### src/rtl/fifo_mem_2p.sv
// fifo_mem_2p: DEPTH x BITWIDTH storage array for pipe_fifo.
//   One synchronous write port and one combinational read port.
//   The array has no reset. The owner must not present stale entries.
// Ports:
//   clk_i    clock; writes land on posedge
//   we_i     write enable
//   waddr_i  write address
//   wdata_i  write data
//   raddr_i  read address
//   rdata_o  read data; combinational from raddr_i and array contents
module fifo_mem_2p #(
  parameter int BITWIDTH = 8,
  parameter int DEPTH    = 4
) (
  input  logic                       clk_i,
  input  logic                       we_i,
  input  logic [$clog2(DEPTH)-1:0]   waddr_i,
  input  logic [BITWIDTH-1:0]        wdata_i,
  input  logic [$clog2(DEPTH)-1:0]   raddr_i,
  output logic [BITWIDTH-1:0]        rdata_o
);

  logic [BITWIDTH-1:0] mem_q [DEPTH];

  always_ff @(posedge clk_i) begin
    if (we_i) begin
      mem_q[waddr_i] <= wdata_i;
    end
  end

  assign rdata_o = mem_q[raddr_i];

endmodule

### src/rtl/pipe_fifo.sv
// pipe_fifo: synchronous first-word-fall-through FIFO.
//   This is the elastic buffer between pipeline stages.
// Ports:
//   CLK, RST     clock and synchronous active-high reset
//   in_valid     producer presents in_data
//   in_ready     FIFO accepts a word this cycle (~full & ~RST)
//   in_data      write data
//   out_valid    out_data holds the oldest stored word (~empty)
//   out_ready    consumer takes out_data this cycle
//   out_data     head-of-queue data, combinational read (FWFT)
//   count        occupancy 0..DEPTH
//   almost_full  count >= AFULL_LVL
//
// Handshake: a transfer happens on a side at a posedge only when both valid
// and ready are high at that edge. in_ready depends only on registered state
// and RST. out_valid depends only on registered state. Neither ready nor
// valid has a combinational path to the opposite side's handshake.
module pipe_fifo #(
  parameter int BITWIDTH  = 8,
  parameter int DEPTH     = 4,
  parameter int AFULL_LVL = 3
) (
  input  logic                      CLK,
  input  logic                      RST,
  input  logic                      in_valid,
  output logic                      in_ready,
  input  logic [BITWIDTH-1:0]       in_data,
  output logic                      out_valid,
  input  logic                      out_ready,
  output logic [BITWIDTH-1:0]       out_data,
  output logic [$clog2(DEPTH):0]    count,
  output logic                      almost_full
);

  localparam int AW = $clog2(DEPTH);
  localparam int PW = AW + 1;
  localparam logic [PW-1:0] AFULL_C = PW'(AFULL_LVL);
  localparam logic [PW-1:0] ONE_C   = PW'(1);

  // Pointers carry one extra wrap bit. This lets full and empty be told
  // apart when the low bits match.
  logic [PW-1:0] wr_ptr_q, wr_ptr_d;
  logic [PW-1:0] rd_ptr_q, rd_ptr_d;
  logic          empty, full, push, pop;

  assign empty = (wr_ptr_q == rd_ptr_q);
  assign full  = (wr_ptr_q[AW-1:0] == rd_ptr_q[AW-1:0]) &&
                 (wr_ptr_q[AW] != rd_ptr_q[AW]);

  assign in_ready  = ~full & ~RST;
  assign out_valid = ~empty;
  assign push      = in_valid & in_ready;
  assign pop       = out_valid & out_ready;

  // Modulo-2*DEPTH subtraction falls out of the PW-bit width.
  assign count       = wr_ptr_q - rd_ptr_q;
  assign almost_full = (count >= AFULL_C);

  always_comb begin
    wr_ptr_d = wr_ptr_q;
    rd_ptr_d = rd_ptr_q;
    if (push) wr_ptr_d = wr_ptr_q + ONE_C;
    if (pop)  rd_ptr_d = rd_ptr_q + ONE_C;
  end

  always_ff @(posedge CLK) begin
    if (RST) begin
      wr_ptr_q <= '0;
      rd_ptr_q <= '0;
    end else begin
      wr_ptr_q <= wr_ptr_d;
      rd_ptr_q <= rd_ptr_d;
    end
  end

  // push already includes ~RST through in_ready, so no write lands during reset.
  fifo_mem_2p #(
    .BITWIDTH (BITWIDTH),
    .DEPTH    (DEPTH)
  ) u_mem (
    .clk_i   (CLK),
    .we_i    (push),
    .waddr_i (wr_ptr_q[AW-1:0]),
    .wdata_i (in_data),
    .raddr_i (rd_ptr_q[AW-1:0]),
    .rdata_o (out_data)
  );

endmodule

### config.mk
export PLATFORM = sky130hd
export DESIGN_NAME = pipe_fifo
export DESIGN_NICKNAME = d
export VERILOG_FILES = /design/src/rtl/fifo_mem_2p.sv /design/src/rtl/pipe_fifo.sv
export SDC_FILE = /design/constraint.sdc
export NUM_CORES = 1
export LEC_CHECK = 0
export CAP_MARGIN = 20
export CORE_ASPECT_RATIO = 1.75
export CORE_UTILIZATION = 45
export CTS_BUF_LIST = sky130_fd_sc_hd__clkbuf_8 sky130_fd_sc_hd__clkbuf_16
export CTS_CLUSTER_DIAMETER = 200
export DETAILED_ROUTE_END_ITERATION = 12
export GPL_TIMING_DRIVEN = 1
export PLACE_DENSITY = 0.73
export SLEW_MARGIN = 20
export SYNTH_ARGS = -nofsm -noshare
export SYNTH_HDL_FRONTEND = slang
export SYNTH_HIERARCHICAL = 1
export SYNTH_SLANG_ARGS = --single-unit
### constraint.sdc
create_clock -name CLK -period 3.66 [get_ports CLK]
set_input_delay 0.732 -clock CLK [delete_from_list [all_inputs] [get_ports CLK]]
set_output_delay 0.732 -clock CLK [all_outputs]
set_load 0.05 [all_outputs]
# Yosys cells after proc, flatten, opt, wreduce, memory -nomap -nowiden
# Memory sizes are Yosys's and may differ from the RTL's. A register that Yosys moved wholly into a read port is not among the register bits.
# Index checks and enable logic that the tools add are counted.
# W data, S select, Z words.
dict set report totals {
  word_cells 21
  ram_bits 32
  out_inout_bits 14
  inputBits 12
  mem_count 1
  regBits 6
}
dict set report op_classes {
  n_reduce_logical 1
  n_addsub 3
  n_lt_le_gt_ge 1
  n_eq_ne 3
  mux 4
  bitwise 6
}
# memory words word_bits rd rd_ports_with_merged_regs wr line_no
set memory_table {}
lappend memory_table {u_mem.mem_q 4 8 1 1 1 fifo_mem_2p.sv:23} ;# logic [BITWIDTH-1:0] mem_q [DEPTH];
# operator n
set op_table {}
lappend op_table {{$add A3 B1 Y3 const B} 2}
lappend op_table {{$mux W2} 2}
lappend op_table {{$and A1 B1 Y1} 3}
lappend op_table {{$eq A3 B3 Y1} 1}
lappend op_table {{$ge A3 B2 Y1 const B} 1}
lappend op_table {{$not A1 Y1} 3}
lappend op_table {{$sub A3 B3 Y3} 1}
lappend op_table {{$eq A2 B2 Y1} 1}
lappend op_table {{$mux W1} 2}
lappend op_table {{$logic_and A1 B1 Y1} 1}
lappend op_table {{$ne A1 B1 Y1} 1}

# Logic depth before layout (Yosys ltp)
# Gate-level depths: netlist of run 1.
dict set report depth {
  ltp_word 7
  ltp_mapped 6
  ltp_nobuf 6
}

# By module
# Netlist of run 1, hierarchy kept.
# mod seq_area_each_um2 n_inst cells_each area_each_um2
set modules_own_cells {}
lappend modules_own_cells {fifo_mem_2p 960.9 1 46 1188.6}
lappend modules_own_cells {pipe_fifo 120.1 1 60 500.5}

# Worst setup path after synthesis of run 1
# No wires, ideal clock.
dict set report synth_timing {
  path_type {reg2out}
  start {register rd_ptr_q[0]}
  end {output almost_full}
  stages_incl_launch_ff 6
  path_buffers 0
  slack_ns 0.969
  required_time_ns 2.928
  t_arrival_ns 1.959
  cell_sequence {dfxtp_1 > ha_1 > inv_1 > fa_1 > xor2_2 > a21o_1}
}
dict set report synth_via {
  elab_chain_len 2
}
# element line_no
set synth_rtl {}
lappend synth_rtl {{from (decl)} pipe_fifo.sv:43} ;# logic [PW-1:0] rd_ptr_q, rd_ptr_d;
lappend synth_rtl {{from (signal assigned)} pipe_fifo.sv:72} ;# rd_ptr_q <= rd_ptr_d;
lappend synth_rtl {{$sub A3 B3 Y3} pipe_fifo.sv:56} ;# assign count = wr_ptr_q - rd_ptr_q;
lappend synth_rtl {{net count[2]} pipe_fifo.sv:31} ;# output logic [$clog2(DEPTH):0] count,
lappend synth_rtl {{$ge A3 B2 Y1} pipe_fifo.sv:57} ;# assign almost_full = (count >= AFULL_C);
lappend synth_rtl {{to (decl)} pipe_fifo.sv:32} ;# output logic almost_full
# The timed path passes the listed nets, and every way through them passes these cells.

# Worst setup path in the final report of run 1
dict set report layout_timing {
  start {register rd_ptr_q[2]}
  end {output almost_full}
}
dict set report layout_via {
  elab_chain_len 2
}
# element line_no
set layout_rtl {}
lappend layout_rtl {{$sub A3 B3 Y3} pipe_fifo.sv:56}
lappend layout_rtl {{$ge A3 B2 Y1} pipe_fifo.sv:57}
# Every way passes these cells.

==> metrics.md, run 1 <==
| Metric | Value |
|---|---|
| Status | `complete, no violations` |
| Power Density | `898 nW/µm²` |
| H-tree Lvls | `2` |
| Headroom to the max-slew limit | `35.2%` |
| Remaining DRCs | `0` |
| FF/Latch Area | `1080 µm²` |
| Pre-CTS WS | `0.759 ns` |
| Multi-input gate area | `552 µm²` |
| IO Port Bufs | `25` |
| Largest area contributor in the netlist | `edfxtp_1` |
| Initial Util | `47.0%` |
| Worst hold stages | `2` |
| Syn avg cell area | `15.9 µm²` |
| Total congestion overflow | `0` |
| Clk sinks | `38` |
| Arrival time worst endpoint | `2.50 ns` |
| Antenna-violating nets left | `0` |
| Number of synthesized register bits | `38` |
| Final WL | `2950 µm` |
| Die width | `48.3 µm` |
| Largest net degree at the start of global routing | `14` |
| Post-Synthesis Cell Area | `1690 µm²` |
| Max Cap Viol | `0` |
| Worst reg2reg setup slack | `1.19 ns` |
| Crit path max fanout | `11` |
| Sequential share of the synthesized area | `64.0%` |
| Tightest Pin Transition | `0.965 ns` |
| Worst setup margin | `0.428 ns` |
| Post-Syn Nets | `123` |
| Critical path required time | `2.93 ns` |
| # diodes | `0` |
| Synth warn | `6` |
| Clk pin slew, worst setup/hold paths | `0.07 ns` |
| RePlAce Congestion | `0.723` |
| Leakage | `0.000725 µW` |
| Die height | `83.1 µm` |
| Mean number of vias per cell | `5.61` |
| Initial antenna violation count | `0` |
| Post-CTS Setup Bufs | `0` |
| Max-slew violation count | `0` |
| Synth-to-Final Area Change | `25.9%` |
| Asr flop ratio synth | `0%` |
| Synth unique cells | `31` |
| Root buf cell | `clkbuf_8` |
| WL per Instance | `16.0 µm` |
| Num CTS Buffers | `5` |
| Clock Latency Late Sink | `0.28 ns` |
| CP Class | `reg -> out` |
| Hold_buf cts | `0` |
| Routed via count | `1033` |
| Number of global-route vias before repair | `1066` |
| Gr usage total | `16.3%` |
| Dpl hpwl | `2140 µm` |
| Ranking of synthesized cells by area | `edfxtp_1, mux4_2, dfxtp_1, ha_1, nor3b_1` |
| Final Hold Viols | `0` |
| I/O pin cnt | `26` |
| Hold Path Class | `reg -> reg` |
| F_max | `0.309 GHz` |
| Layout cells sized above 1 | `17.4%` |
| CTS tree | `done` |
| Post-synth top flop | `edfxtp_1` |
| First-pass GRT wire length | `4890 µm` |
| # rows | `29` |
| Setup TNS | `0 ns` |
| Die area | `4010 µm²` |
| Layout Nets | `154` |
| Setup Skew | `0.00492 ns` |
| RSZ-0062 raised after global routing | `no` |
| Startpoint types | `flop` |
| Worst Setup End Kind | `primary output` |
| Quantity of gates resized following cts | `0` |
| Iter 0 DRT Violations | `50` |
| Max IR drop VDD | `0.00105 V` |
| Cells on worst reg2reg path | `4` |
| Hold Startpoint | `wr_ptr_q[2]$_SDFFE_PP0P_` |
| Syn Inst Count | `106` |
| Worst Hold Path EP | `wr_ptr_q[2]$_SDFFE_PP0P_` |
| Synth top area share | `56.9%` |
| TritonRoute pass-1 iters | `4` |
| Core Box Area | `3590 µm²` |
| Final setup viols | `0` |
| RR Startpoint | `rd_ptr_q[2]$_SDFFE_PP0P_` |
| Top-count cell post-synth | `edfxtp_1` |
| EDFF count, synth | `32` |
| Final Cycle Share | `88.3%` |
| Top cells by count, synth | `edfxtp_1, mux4_2, dfxtp_1, nand2_1` |
| Deepest clock path buffer count | `2` |
| FF-to-FF End | `u_mem/mem_q[1][6]$_DFFE_PP_` |
| Filler instances | `273` |
| Final min period | `3.23 ns` |
==> flip-flops by register name (all words and copies together), names as in the netlist <==
register and cells:
rd_ptr_q 3, u_mem/mem_q 32, wr_ptr_q 3
==> cell usage in the layout (no fill, tap or decap), drive strengths merged <==
cell type      Yosys  layout
o211ai             1       1
nand3b             1       1
clkinv             0       1
fa                 1       1
inv                5       5
a31oi              4       4
clkbuf             2       5
nor3               1       1
clkdlybuf4s50      0      25
dfxtp              6       6
buf                3       4
and3b              2       2
o311ai             2       2
ha                 4       4
nand3              2       2
bufinv             0       2
a21oi              1       1
a41oi              1       1
nand4              5       5
and2               1       1
a21o               1       1
nor2               4       4
nand2              7       7
nor3b              5       5
and3               1       1
edfxtp            32      32
mux4               8       8
xor2               1       1
or3                3       3
nand4bb            1       1
xnor2              1       1
==> worst max-delay path, cell delays in order (launching register included) <==
cell,delay (ns)
dfxtp_1,0.35
xnor2_1,0.78
xor2_2,0.19
a21o_1,0.10
clkdlybuf4s50_1,0.79
==> routing by layer <==
metal / global-route usage [%] / share of wire (%) / vias up / routed length, µm
met4: 8.56 / 2.3 / 0 / 68
met1: 15.9 / 38 / 513 / 1120
met2: 31.4 / 56 / 34 / 1640
met3: 2.93 / 3.9 / 7 / 115
met5: 0 / 0 / - / 0
li1: - / - / 479 / -
==> logic make-up (layout without fill, tap and decap cells) <==
logic type | after synthesis | count (layout) | share of synthesized area (%)
xor+xnor | 2 | 2 | 1.48
simple gates | 33 | 33 | 11.7
fa+ha+maj | 5 | 5 | 4.15
buf+inv | 10 | 42 | 3.33
flops | 38 | 38 | 64.0
mux | 8 | 8 | 10.7
compound gates | 10 | 10 | 4.67
==> through the flow <==
step,power (µW),hold slack (ns),utilization (%),cell area (µm²),std cells
after floorplan,1250,0.486,-,1690,106
after global placement,1490,0.496,55.4,1990,176
after detailed placement,1510,0.525,55.4,1990,176
after CTS,1920,0.535,59.2,2130,184
after global routing,1990,0.583,59.2,2130,184
final,1910,0.540,59.2,2130,184
==> power breakdown <==
| part | switching [µW] | internal [µW] |
|---|---|---|
| clock | 141 | 273 |
| combinational | 595 | 344 |
| sequential | 32.3 | 524 |
==> cell type report <==
class	count	area share, %
Sequential cell	38	50.8
Multi-Input combinational cell	58	25.9
Timing Repair Buffer	29	13.2
Clock buffer	5	3.24
Clock inverter	3	3.24
Tap cell	46	2.71
Inverter	5	0.882
==> how the worst max path moves through the flow <==
| stage | from | to | slack [ns] | cells after the start |
|---|---|---|---|---|
| after floorplan | rd_ptr_q[0]$_SDFFE_PP0P_ | almost_full | 0.97 | 5 |
| after global placement | RST | in_ready | 0.81 | 3 |
| after detailed placement | rd_ptr_q[2]$_SDFFE_PP0P_ | almost_full | 0.76 | 4 |
| after CTS | rd_ptr_q[2]$_SDFFE_PP0P_ | almost_full | 0.43 | 4 |
| after global routing | wr_ptr_q[2]$_SDFFE_PP0P_ | almost_full | 0.29 | 4 |
| final | rd_ptr_q[2]$_SDFFE_PP0P_ | almost_full | 0.43 | 4 |
Power figures use the tool's default switching activity.
==> inputs of run 2 (changes only) <==
- PLACE_DENSITY: 0.73 -> 0.71
==> run 2 against run 1 <==
Net effect: critical path depth unchanged; combinational power about the same; via count down 1.2%; total power down 8.2%; highest routed layer unchanged; largest cell class unchanged; clock skew down 0.0017 ns.
==> metrics.md, run 2 (synthesized netlist as in run 1, its figures left out) <==
| Metric | Value |
|---|---|
| Total congestion overflow | `0` |
| Max FFs per register | `32` |
| Setup Skew | `0.00320 ns` |
| Dpl cells | `176` |
| Layout cells sized above 1 | `15.2%` |
| Reg with most FFs | `u_mem/mem_q` |
| Gr usage total | `17.1%` |
| # diodes | `0` |
| Initial antenna violation count | `0` |
| CTS tree | `done` |
| Max IR drop VDD | `0.000789 V` |
| Layout Nets | `154` |
| Setup TNS | `0 ns` |
| Pre-CTS WS | `0.710 ns` |
| Critical path required time | `2.93 ns` |
| Iter 0 DRT Violations | `17` |
| Quantity of gates resized following cts | `0` |
| Clk sinks | `38` |
| Tightest Pin Transition | `0.996 ns` |
| RePlAce Congestion | `0.683` |
| Worst reg2reg setup slack | `1.11 ns` |
| Most frequent cells in the layout | `edfxtp_1, clkdlybuf4s50_1, mux4_2, nand2_1, dfxtp_1` |
| Final Cycle Share | `89.1%` |
| CP Class | `reg -> out` |
| First-pass GRT wire length | `5060 µm` |
| Final Hold Viols | `0` |
| Largest net degree at the start of global routing | `13` |
| Clk pin slew, worst setup/hold paths | `0.06 ns` |
| Power Density | `847 nW/µm²` |
| H-tree Lvls | `2` |
| Num CTS Buffers | `5` |
| Status | `complete, no violations` |
| Deepest clock path buffer count | `2` |
| Root buf cell | `clkbuf_8` |
| Synth-to-Final Area Change | `22.5%` |
| Max Cap Viol | `0` |
| Die width | `48.3 µm` |
| Worst Setup End Kind | `primary output` |
| Hold Path Class | `reg -> reg` |
| Core Box Area | `3590 µm²` |
| Worst setup margin | `0.399 ns` |
| Fin cells | `184` |
| Routed via count | `1021` |
| Clock Latency Late Sink | `0.28 ns` |
| Remaining DRCs | `0` |
| RSZ-0062 raised after global routing | `no` |
| Leakage | `0.000697 µW` |
| Final setup viols | `0` |
| Arrival time worst endpoint | `2.53 ns` |
| Total power draw | `1750 µW` |
| Antenna-violating nets left | `0` |
| Largest stage delay on the critical path | `0.80 ns` |
| Filler instances | `277` |
| IO Port Bufs | `25` |
| Post-CTS Setup Bufs | `0` |
| Final WL | `2990 µm` |
| CP max stage cell | `xnor2_1` |
| Headroom to the max-slew limit | `33.1%` |
| Core Util, Final | `57.6%` |
| Number of global-route vias before repair | `1072` |
| WL per Instance | `16.2 µm` |
| Crit-path cells | `xnor2_1 > xor2_2 > a21o_1 > clkdlybuf4s50_1` |
| F_max | `0.307 GHz` |
| TritonRoute pass-1 iters | `4` |
| Worst path top cell family by delay | `XOR/XNOR gates` |
| Mean number of vias per cell | `5.55` |
| Initial Util | `47.0%` |
| Final min period | `3.26 ns` |
| # rows | `29` |
| Most common cell after layout, fill and taps aside | `edfxtp_1` |
| Startpoint types | `flop` |
| Max-slew violation count | `0` |
| Die area | `4010 µm²` |
| Crit path max fanout | `11` |
| FF/Latch Area | `1080 µm²` |
| Hold_buf cts | `0` |
| I/O pin cnt | `26` |
| Dpl hpwl | `2220 µm` |
| Worst Path Buf+Inv | `1` |
| Multi-input gate area | `552 µm²` |
| Largest registers | `u_mem/mem_q (32), rd_ptr_q (3), wr_ptr_q (3)` |
| Die height | `83.1 µm` |
[run 2: power by group]
group	switching, µW	leakage [µW]	total, µW	internal [µW]
clock network	128	0.0000407	254	127
logic	597	0.000317	940	343
registers	34.1	0.000340	559	525
total	758	0.000697	1750	995
[run 2: cell type report]
class | count | area share, %
Sequential cell | 38 | 52.2
Tap cell | 46 | 2.78
Inverter | 5 | 0.907
Multi-Input combinational cell | 58 | 26.7
Clock inverter | 3 | 0.544
Clock buffer | 5 | 3.33
Timing Repair Buffer | 29 | 13.5
[run 2: worst min-delay path, stage by stage (launching register included)]
cell	delay, ns
dfxtp_1	0.35
nand2_1	0.07
a31oi_1	0.06
[run 2: worst paths after layout]
| kind | endpoint | cells after the start | start |
|---|---|---|---|
| worst max-delay path | almost_full | 4 | rd_ptr_q[2]$_SDFFE_PP0P_ |
| worst min-delay path | wr_ptr_q[2]$_SDFFE_PP0P_ | 2 | wr_ptr_q[2]$_SDFFE_PP0P_ |
| worst max register to register | u_mem/mem_q[2][4]$_DFFE_PP_ | 4 | rd_ptr_q[2]$_SDFFE_PP0P_ |
| worst min register to register | wr_ptr_q[2]$_SDFFE_PP0P_ | 2 | wr_ptr_q[2]$_SDFFE_PP0P_ |
[run 2: metal layers]
metal	wire length, µm	global-route usage [%]	up-vias
met5	0	0	-
met3	137	3.48	6
met1	1070	17.3	503
li1	-	-	479
met2	1720	31.8	33
met4	61	9.09	0
[run 2: per-stage QoR]
| stage | instance area (µm²) | hold slack, ns |
|---|---|---|
| after detailed placement | 1990 | 0.517 |
| after CTS | 2070 | 0.527 |
| after global routing | 2070 | 0.568 |
| after global placement | 1990 | 0.496 |
| final | 2070 | 0.525 |
| after floorplan | 1690 | 0.486 |
